===== config.mk =====
export PLATFORM = sky130hd
export DESIGN_NAME = seven_segment_scan
export DESIGN_NICKNAME = d
export VERILOG_FILES = /design/src/rtl/seven_segment_pkg.sv /design/src/rtl/seven_segment_decode.sv /design/src/rtl/seven_segment_scan.sv
export SDC_FILE = /design/constraint.sdc
export NUM_CORES = 1
export LEC_CHECK = 0
export BUFFER_PORTS_ARGS = -buffer_cell sky130_fd_sc_hd__buf_2
export CAP_MARGIN = 20
export CORE_MARGIN = 1.5
export CORE_UTILIZATION = 33
export CTS_CLUSTER_DIAMETER = 80
export DETAILED_ROUTE_END_ITERATION = 8
export GPL_TIMING_DRIVEN = 0
export RECOVER_POWER = 25
export SETUP_SLACK_MARGIN = 0.1
export SLEW_MARGIN = 30
export SYNTH_ARGS = -nofsm -noshare
export SYNTH_HDL_FRONTEND = slang
export SYNTH_HIERARCHICAL = 1
export SYNTH_SLANG_ARGS = --single-unit
export TNS_END_PERCENT = 5

===== constraint.sdc =====
create_clock -name clk -period 3.7 [get_ports clk]
set_clock_uncertainty 0.2 [all_clocks]
set_input_delay 0.185 -clock clk [delete_from_list [all_inputs] [get_ports clk]]
set_output_delay 0.185 -clock clk [all_outputs]
set_load 0.01 [all_outputs]

===== src/rtl/seven_segment_pkg.sv =====
// Shared segment patterns and the nibble decoder used by the seven-segment scan driver.
// Patterns are {a,b,c,d,e,f,g}, active-high; polarity is applied only at the pins.
package seven_segment_pkg;

  localparam logic [6:0] SEG_0     = 7'b1111110;
  localparam logic [6:0] SEG_1     = 7'b0110000;
  localparam logic [6:0] SEG_2     = 7'b1101101;
  localparam logic [6:0] SEG_3     = 7'b1111001;
  localparam logic [6:0] SEG_4     = 7'b0110011;
  localparam logic [6:0] SEG_5     = 7'b1011011;
  localparam logic [6:0] SEG_6     = 7'b1011111;
  localparam logic [6:0] SEG_7     = 7'b1110000;
  localparam logic [6:0] SEG_8     = 7'b1111111;
  localparam logic [6:0] SEG_9     = 7'b1111011;
  localparam logic [6:0] SEG_A     = 7'b1110111;
  localparam logic [6:0] SEG_B     = 7'b0011111;
  localparam logic [6:0] SEG_C     = 7'b1001110;
  localparam logic [6:0] SEG_D     = 7'b0111101;
  localparam logic [6:0] SEG_E     = 7'b1001111;
  localparam logic [6:0] SEG_F     = 7'b1000111;
  localparam logic [6:0] SEG_BLANK = 7'b0000000;

  // Values 10-15 only light up when the hex glyphs are enabled.
  function automatic logic [6:0] seg_decode(input logic [3:0] value, input logic hex_en);
    logic [6:0] pat;
    pat = SEG_BLANK;
    case (value)
      4'd0:    pat = SEG_0;
      4'd1:    pat = SEG_1;
      4'd2:    pat = SEG_2;
      4'd3:    pat = SEG_3;
      4'd4:    pat = SEG_4;
      4'd5:    pat = SEG_5;
      4'd6:    pat = SEG_6;
      4'd7:    pat = SEG_7;
      4'd8:    pat = SEG_8;
      4'd9:    pat = SEG_9;
      4'd10:   pat = hex_en ? SEG_A : SEG_BLANK;
      4'd11:   pat = hex_en ? SEG_B : SEG_BLANK;
      4'd12:   pat = hex_en ? SEG_C : SEG_BLANK;
      4'd13:   pat = hex_en ? SEG_D : SEG_BLANK;
      4'd14:   pat = hex_en ? SEG_E : SEG_BLANK;
      4'd15:   pat = hex_en ? SEG_F : SEG_BLANK;
      default: pat = SEG_BLANK;
    endcase
    return pat;
  endfunction

endpackage


===== src/rtl/seven_segment_decode.sv =====
// Combinational nibble-to-segment decoder for the currently scanned digit.
module seven_segment_decode
  import seven_segment_pkg::*;
#(
  parameter int HEX_EN = 0
) (
  input  logic [3:0] value,
  output logic [6:0] pattern
);

  // Pure table lookup; no state.
  always_comb begin
    pattern = seg_decode(value, (HEX_EN != 0));
  end

endmodule


===== src/rtl/seven_segment_scan.sv =====
// Time-multiplexed N-digit seven-segment driver with dead time, leading-zero
// blanking, per-digit blink and decimal points; all pin outputs are registered.
module seven_segment_scan
  import seven_segment_pkg::*;
#(
  parameter int NUM_DIGITS   = 4,
  parameter int SCAN_DIV     = 1000,
  parameter int BLINK_FRAMES = 64,
  parameter int ACTIVE_LOW   = 0,
  parameter int HEX_EN       = 0
) (
  input  logic                    clk,
  input  logic                    reset_n,
  input  logic [4*NUM_DIGITS-1:0] digits,
  input  logic [NUM_DIGITS-1:0]   dp_in,
  input  logic                    load,
  input  logic                    blank_lz,
  input  logic                    blink_en,
  input  logic [NUM_DIGITS-1:0]   blink_mask,
  output logic [6:0]              seg,
  output logic                    dp,
  output logic [NUM_DIGITS-1:0]   digit_en,
  output logic                    frame_tick
);

  localparam int DIV_W = (SCAN_DIV > 1) ? $clog2(SCAN_DIV) : 1;
  localparam int IDX_W = (NUM_DIGITS > 1) ? $clog2(NUM_DIGITS) : 1;
  localparam int FRM_W = (BLINK_FRAMES > 1) ? $clog2(BLINK_FRAMES) : 1;

  localparam logic [DIV_W-1:0] DIV_LAST = DIV_W'(SCAN_DIV - 1);
  localparam logic [IDX_W-1:0] IDX_LAST = IDX_W'(NUM_DIGITS - 1);
  localparam logic [FRM_W-1:0] FRM_LAST = FRM_W'(BLINK_FRAMES - 1);
  localparam logic             POL      = (ACTIVE_LOW != 0);

  logic [DIV_W-1:0]        div_cnt_q, div_cnt_d;
  logic [IDX_W-1:0]        idx_q, idx_d;
  logic [FRM_W-1:0]        frame_cnt_q, frame_cnt_d;
  logic                    blink_phase_q, blink_phase_d;
  logic [4*NUM_DIGITS-1:0] sh_digits_q, sh_digits_d;
  logic [NUM_DIGITS-1:0]   sh_dp_q, sh_dp_d;

  logic [6:0]              seg_q, seg_d;
  logic                    dp_q, dp_d;
  logic [NUM_DIGITS-1:0]   digit_en_q, digit_en_d;
  logic                    frame_tick_q, frame_tick_d;

  logic                    div_wrap_s;
  logic                    frame_end_s;
  logic                    zero_run_s;
  logic [NUM_DIGITS-1:0]   lz_zero_s;
  logic [3:0]              cur_digit_s;
  logic                    cur_dp_s;
  logic                    cur_lz_s;
  logic                    cur_mask_s;
  logic [NUM_DIGITS-1:0]   onehot_s;
  logic [6:0]              cur_pattern_s;
  logic                    blank_s;
  logic                    blink_off_s;
  logic [6:0]              seg_act_s;
  logic                    dp_act_s;
  logic [NUM_DIGITS-1:0]   en_act_s;

  // Slot divider, digit index, frame counter and blink phase.
  always_comb begin
    div_wrap_s    = (div_cnt_q == DIV_LAST);
    frame_end_s   = div_wrap_s && (idx_q == IDX_LAST);
    div_cnt_d     = div_cnt_q;
    idx_d         = idx_q;
    frame_cnt_d   = frame_cnt_q;
    blink_phase_d = blink_phase_q;
    if (div_wrap_s) begin
      div_cnt_d = {DIV_W{1'b0}};
      if (idx_q == IDX_LAST) begin
        idx_d = {IDX_W{1'b0}};
      end else begin
        idx_d = idx_q + IDX_W'(1);
      end
    end else begin
      div_cnt_d = div_cnt_q + DIV_W'(1);
    end
    if (frame_end_s) begin
      if (frame_cnt_q == FRM_LAST) begin
        frame_cnt_d   = {FRM_W{1'b0}};
        blink_phase_d = ~blink_phase_q;
      end else begin
        frame_cnt_d = frame_cnt_q + FRM_W'(1);
      end
    end else begin
      frame_cnt_d = frame_cnt_q;
    end
  end

  // Shadow capture: the display never looks at the live digit bus.
  always_comb begin
    sh_digits_d = sh_digits_q;
    sh_dp_d     = sh_dp_q;
    if (load) begin
      sh_digits_d = digits;
      sh_dp_d     = dp_in;
    end else begin
      sh_digits_d = sh_digits_q;
      sh_dp_d     = sh_dp_q;
    end
  end

  // lz_zero_s[i]: every shadow digit from the top down to i is zero.
  always_comb begin
    zero_run_s = 1'b1;
    lz_zero_s  = {NUM_DIGITS{1'b0}};
    for (int i = NUM_DIGITS - 1; i >= 0; i--) begin
      zero_run_s   = zero_run_s & (sh_digits_q[4*i +: 4] == 4'd0);
      lz_zero_s[i] = zero_run_s;
    end
  end

  // Per-digit mux onto the single shared decoder.
  always_comb begin
    cur_digit_s = 4'd0;
    cur_dp_s    = 1'b0;
    cur_lz_s    = 1'b0;
    cur_mask_s  = 1'b0;
    onehot_s    = {NUM_DIGITS{1'b0}};
    for (int i = 0; i < NUM_DIGITS; i++) begin
      if (idx_q == IDX_W'(i)) begin
        cur_digit_s = sh_digits_q[4*i +: 4];
        cur_dp_s    = sh_dp_q[i];
        cur_lz_s    = lz_zero_s[i] && (i != 0);
        cur_mask_s  = blink_mask[i];
        onehot_s[i] = 1'b1;
      end else begin
        onehot_s[i] = 1'b0;
      end
    end
  end

  seven_segment_decode #(
    .HEX_EN (HEX_EN)
  ) u_decode (
    .value   (cur_digit_s),
    .pattern (cur_pattern_s)
  );

  // Blanking/blink override, dead-time gating, then pin polarity.
  always_comb begin
    blank_s     = blank_lz && cur_lz_s;
    blink_off_s = blink_en && cur_mask_s && blink_phase_q;
    if (blank_s || blink_off_s) begin
      seg_act_s = SEG_BLANK;
      dp_act_s  = 1'b0;
    end else begin
      seg_act_s = cur_pattern_s;
      dp_act_s  = cur_dp_s;
    end
    if (div_cnt_q == {DIV_W{1'b0}}) begin
      en_act_s = {NUM_DIGITS{1'b0}};
    end else begin
      en_act_s = onehot_s;
    end
    seg_d        = seg_act_s ^ {7{POL}};
    dp_d         = dp_act_s ^ POL;
    digit_en_d   = en_act_s ^ {NUM_DIGITS{POL}};
    frame_tick_d = frame_end_s;
  end

  // Counter and shadow state.
  always_ff @(posedge clk or negedge reset_n) begin
    if (!reset_n) begin
      div_cnt_q     <= {DIV_W{1'b0}};
      idx_q         <= {IDX_W{1'b0}};
      frame_cnt_q   <= {FRM_W{1'b0}};
      blink_phase_q <= 1'b0;
      sh_digits_q   <= {(4*NUM_DIGITS){1'b0}};
      sh_dp_q       <= {NUM_DIGITS{1'b0}};
    end else begin
      div_cnt_q     <= div_cnt_d;
      idx_q         <= idx_d;
      frame_cnt_q   <= frame_cnt_d;
      blink_phase_q <= blink_phase_d;
      sh_digits_q   <= sh_digits_d;
      sh_dp_q       <= sh_dp_d;
    end
  end

  // Pin registers; reset drives them to the inactive level of the panel.
  always_ff @(posedge clk or negedge reset_n) begin
    if (!reset_n) begin
      seg_q        <= {7{POL}};
      dp_q         <= POL;
      digit_en_q   <= {NUM_DIGITS{POL}};
      frame_tick_q <= 1'b0;
    end else begin
      seg_q        <= seg_d;
      dp_q         <= dp_d;
      digit_en_q   <= digit_en_d;
      frame_tick_q <= frame_tick_d;
    end
  end

  assign seg        = seg_q;
  assign dp         = dp_q;
  assign digit_en   = digit_en_q;
  assign frame_tick = frame_tick_q;

endmodule


# Yosys cells after proc, flatten, opt, wreduce, memory -nomap -nowiden
# Memory sizes are Yosys's and may differ from the RTL's.
# Cells that the tools add are included.
dict set report op_classes {
  muxes 25
  multipliers 0
  bitwise_logic 3
  reduce_logical 11
  n_shift 0
  div_mod_pow 0
  n_eq_ne 5
  order_cmp 0
  n_addsub 3
}
# operator n
set op_table {}
lappend op_table {{2-to-1 mux 4 bit} 5}
lappend op_table {{2-to-1 mux 1 bit} 16}
lappend op_table {{zero test 4 bit} 3}
lappend op_table {{adder 10 x 1 -> 10 bit (second input constant)} 1}
lappend op_table {{== test 10 bit (second input constant)} 1}
lappend op_table {{zero test 10 bit} 1}
lappend op_table {{2-to-1 mux 10 bit} 1}
lappend op_table {{2-to-1 mux 7 bit} 1}
lappend op_table {{adder 6 x 1 -> 6 bit (second input constant)} 1}
lappend op_table {{== test 6 bit (second input constant)} 1}
lappend op_table {{2-to-1 mux 6 bit} 1}
lappend op_table {{== test 2 bit (second input constant)} 2}
lappend op_table {{logical AND 1 bit} 4}
lappend op_table {{adder 2 x 1 -> 2 bit (second input constant)} 1}
lappend op_table {{AND 1 bit} 2}
lappend op_table {{== test 2 x 1 -> 1 bit (second input constant)} 1}
lappend op_table {{zero test 2 bit} 1}
lappend op_table {{2-to-1 mux 2 bit} 1}
lappend op_table {{AND reduction 2 bit} 1}
lappend op_table {{logical OR 1 bit} 1}
lappend op_table {{inverter 1 bit} 1}
dict set report totals {
  input_bits 29
  latch_bits 0
  memories 1
  mem_bits_rw 0
  out_inout_bits 13
  word_cells 58
  rom_bits 112
  reg_bits 52
}
# memory words word_bits read_ports rd_ports_with_merged_regs wr line_no
set mem_list {}
lappend mem_list {{(name not given)} 16 7 1 0 0 seven_segment_pkg.sv:27} ;# case (value)

# Depth between registers and ports, before layout
dict set report logic_depth {
  word_depth 9
  mapped_depth 12
  mapped_depth_nobuf 11
}

# Cells and area by module
# The synthesis kept the hierarchy.
# module cells_each n_inst area_each_um2
set modules_own_cells {}
lappend modules_own_cells {seven_segment_scan 198 1 2352.3}
lappend modules_own_cells {seven_segment_decode 28 1 219.0}

# Least setup slack after synthesis
# Ideal clock, no wire load.
dict set report synth_timing {
  kind {flip-flop to flip-flop}
  start {register idx_q[1]}
  end {register seg_q[3] (netlist: seg[3])}
  slack_ns 0.873
  synth_period_minus_slack_ns 2.827
  required_time_ns 3.411
  setup_time_ns 0.089
  arrival_ns 2.538
  stages_incl_launch_ff 13
  n_path_buf 1
  path_cell_list {dfrtp_1 -> inv_1 -> ha_1 -> clkbuf_1 -> nor2b_1 -> a221oi_1 -> o31ai_1 -> inv_2 -> ha_1 -> nor2_1 -> a21oi_1 -> o22ai_1 -> nor3b_1}
}
# element line_no
set synth_rtl {}
lappend synth_rtl {{start: declaration} seven_segment_scan.sv:36} ;# logic [IDX_W-1:0] idx_q, idx_d;
lappend synth_rtl {{start signal: assignment} seven_segment_scan.sv:169} ;# idx_q <= {IDX_W{1'b0}};
lappend synth_rtl {{start signal: assignment} seven_segment_scan.sv:176} ;# idx_q <= idx_d;
lappend synth_rtl {{zero test 2 bit} seven_segment_scan.sv:124} ;# if (idx_q == IDX_W'(i)) begin
lappend synth_rtl {{2-to-1 mux 4 bit (3 in series)} seven_segment_scan.sv:124}
lappend synth_rtl {{2-to-1 mux 4 bit (*)} seven_segment_scan.sv:124}
lappend synth_rtl {{via cur_digit_s[1]} seven_segment_scan.sv:51} ;# logic [3:0] cur_digit_s;
lappend synth_rtl {{memory (16 x 7 bit) (*)} --}
lappend synth_rtl {{via cur_pattern_s[3]} seven_segment_scan.sv:56} ;# logic [6:0] cur_pattern_s;
lappend synth_rtl {{2-to-1 mux 7 bit (*)} seven_segment_scan.sv:147} ;# if (blank_s || blink_off_s) begin
lappend synth_rtl {{via seg_act_s[3]} seven_segment_scan.sv:59} ;# logic [6:0] seg_act_s;
lappend synth_rtl {{end signal: assignment} seven_segment_scan.sv:187} ;# seg_q <= {7{POL}};
lappend synth_rtl {{end signal: assignment} seven_segment_scan.sv:192} ;# seg_q <= seg_d;
lappend synth_rtl {{end: declaration} seven_segment_scan.sv:42} ;# logic [6:0] seg_q, seg_d;
# The timed path passes the listed nets; every way through them passes the cells marked *.
# A chain may end at the register's enable or synchronous reset.

# Final worst setup path
# Same ends and word-level chain as after synthesis.

==> results.ini <==
[global_route]
grt_start_max_net_pins = 53
antenna_found_initial = 0
grt.overflow.total = 0
grt_pass1_wl_mm = 8.928
grt_pass1_vias = 1818
grt-busiest-layer = met2
grt_usage = 0.1342
grt_use_met1 = 0.1882
grt_util_met3 = 0.02764
use_met2 = 0.2021

[pwr]
power_switching_uw = 281.1
clkPwrFrac = 0.292
p_leak_uw = 0.001430
power_frac_comb = 0.143
p_per_area_mw_per_mm2 = 345.1
internal_power_uw = 821.8
seq_power_share = 0.566
ir_drop_uv = 142.4
total_power_uw = 1103
switching_share = 0.2549

[worst_setup_path]
critPathMaxStageDelay_ps = 530
rr_worst_depth = 12
timing_worst_setup_path_type = reg -> reg
crit_path_frequent_cell = ha_1
crit_chain = inv_1, ha_1, clkbuf_1, nor2b_1, a221oi_1, o31ai_2, inv_2, ha_1, nor2_1, a21oi_1, o22ai_1, nor3b_1
r2r_start = idx_q[1]
cp-start-kind = flop
r2r_setup_slack_ps = 570
cp.arrival_ps = 3130
required_ps = 3700
critPathMaxFanout = 9
crit_path_top_delay_cell = o31ai_2
critPathCaptureType = flop
rr_endpoint = seg[3]

[detailed_routing]
finalWirelength_mm = 5.254
vias = 1891
ant_nets = 0
drtPass1Iterations = 4
drcViolationCount = 0
vias_per_cell = 4.763
drt_iter0_markers = 82
detail_route.wl_per_cell_um = 13.23

[timing]
period_share = 0.8463
clock.fmax_ghz = 0.3194
period_needed_ps = 3131
finalMaxSlewViolations = 0
setup_tns_ps = 0
rsz0062_at_grt = false
final-hold-violation-count = 0
tightest_slew_ps = 1260
slew_headroom = 0.1598
setup_violations = 0

[synth]
synth_most_common_cell = dfrtp_1
seq_area_frac_synth = 0.5061
synth_common_cells = 52 x dfrtp_1, 21 x mux2_2, 15 x nor2_1
syn_inst = 226
synth.distinct_cells = 44
yosys.area.top_type_share = 0.5061
async_flop_share = 1.000
synth_area_leaders = dfrtp_1 51%, mux2_2 9.2%, ha_1 6.3%
ys.flop_type = dfrtp_1
synth_edf_count = 0
ys_warn_count = 6
syn_area_mm2 = 0.002571
syn_area_per_cell_um2 = 11.38
synthesis.nets = 268
yosysTopAreaCell = dfrtp_1
ys_ff_latch = 52

[cells_and_area]
diodes = 0
drive_gt1_frac = 0.2644
syn_to_final_growth_pct = 24.28
fin_area_mm2 = 0.003196
final_nets = 336
nFillCells = 745

[placed_design]
routabilityCongestion = 0.7956
dp_hpwl_mm = 3.709
place_area_mm2 = 0.002902
port_buffers = 40

[floorplan]
core_area_mm2 = 0.007647
initial_core_util = 0.3362
fp.dieH_um = 91.27
ios = 42
die_w_um = 91.27
rows = 32
die-area_mm2 = 0.008330

[clock_tree]
cts.sinks = 52
root_buffer = clkbuf_8
cts_tree = yes
clockBufferDepth = 2
h-tree-depth = 2
clk_pin_slew_ps = 100
numCtsBuffers = 5
insertion_delay_ps = 310

[outcome]
status = finished, final reports clean

[hold_path]
min-delay-start = load
whs_path_depth = 2
hold_end = sh_digits_q[6]
min_path_type = in -> reg

[flow_run]
max-cap-violations = 0

## metal layers
layer | vias to the layer above | share of wire
li1 | 940 | -
met4 | 0 | 0.020
met3 | 11 | 0.030
met2 | 34 | 0.47
met5 | - | 0
met1 | 906 | 0.48
## placed cells by master (no fill, tap or decap), types with 2 or more instances in the layout
cell type / synthesis / layout
buf_6: 2 / 2
a22oi_1: 2 / 2
o31ai_1: 5 / 4
nor3b_1: 10 / 10
clkbuf_1: 5 / 10
nand2_1: 10 / 10
buf_2: 3 / 37
and2_1: 4 / 4
o31ai_2: 1 / 2
o21ai_0: 6 / 6
nor2_1: 15 / 15
nor4_1: 3 / 3
mux2_2: 21 / 21
clkbuf_8: 0 / 5
o22ai_1: 6 / 6
xnor2_1: 3 / 3
nand3_1: 9 / 9
nor3_1: 2 / 2
a21oi_1: 4 / 4
dlygate4sd3_1: 0 / 21
inv_1: 9 / 9
mux2i_1: 2 / 2
clkinv_2: 0 / 2
dfrtp_1: 52 / 52
a221oi_1: 4 / 4
nand4_1: 3 / 3
ha_1: 13 / 13
nor2b_1: 6 / 6
xor2_1: 8 / 8
## worst max-delay path, delay by kind of cell (launching register included)
kind	cells	cell delay, ps
fa+ha+maj	2	390
flops	1	390
simple gates	3	710
buf+inv	3	410
compound gates	4	950
## stage by stage
step                cells  hold WS (ps)  utilization  worst slack, ps
CTS                   397         222.0       0.4184            221.4
global route          397         263.9       0.4179            318.8
detailed placement    368         62.17       0.3794            266.6
finish                397         226.2       0.4179            568.7
global placement      368         217.6       0.3791            366.9
floorplan             226        -310.6            -            873.1
## power by group through the flow
stage,Sequential [µW],Clock [µW],Combinational [µW]
after floorplan,637,0,81.8
final,624,322,157
after global placement,634,0,141
after CTS,624,336,161
after detailed placement,635,0,144
after global routing,628,356,174
## what timing repair did
| action | in CTS | in global routing |
|---|---|---|
| hold buffers | 21 | 0 |
| resized for setup | 0 | 1 |
| endpoints found under the setup margin | 0 | 1 |
| hold endpoints to repair | 72 | 0 |
| setup buffers | 0 | 0 |
## sequential cells by signal, indices dropped and copies added, names as in the netlist, 2 cells and up
register	cells
sh_dp_q	4
sh_digits_q	16
idx_q	2
digit_en	4
frame_cnt_q	6
div_cnt_q	10
seg	7
## kinds of logic after synthesis
| group | synth area share |
|---|---|
| buf+inv | 0.03649 |
| simple gates | 0.1620 |
| flops | 0.5061 |
| xor+xnor | 0.03747 |
| fa+ha+maj | 0.06326 |
| compound gates | 0.09490 |
| mux | 0.09976 |
## worst max-delay path by stage
stage,startpoint,endpoint,slack (ps),depth (start not counted)
after floorplan,idx_q[1],seg[3],870,12
after global placement,idx_q[1],seg[3],370,12
after detailed placement,idx_q[1],seg[3],270,12
after CTS,idx_q[1],seg[3],220,12
after global routing,idx_q[1],seg[3],320,12
final,idx_q[1],seg[3],570,12
## layout make-up
type,count,area (µm²),area share
Tap cell,102,127.6,0.03994
Multi-Input combinational cell,154,1181,0.3696
Clock buffer,5,68.82,0.02153
Buffer,10,56.30,0.01762
Timing Repair Buffer,61,404.1,0.1265
Clock inverter,3,18.77,0.005873
Sequential cell,52,1301,0.4072
Inverter,10,37.54,0.01175
(Power assumes the default switching activity.)
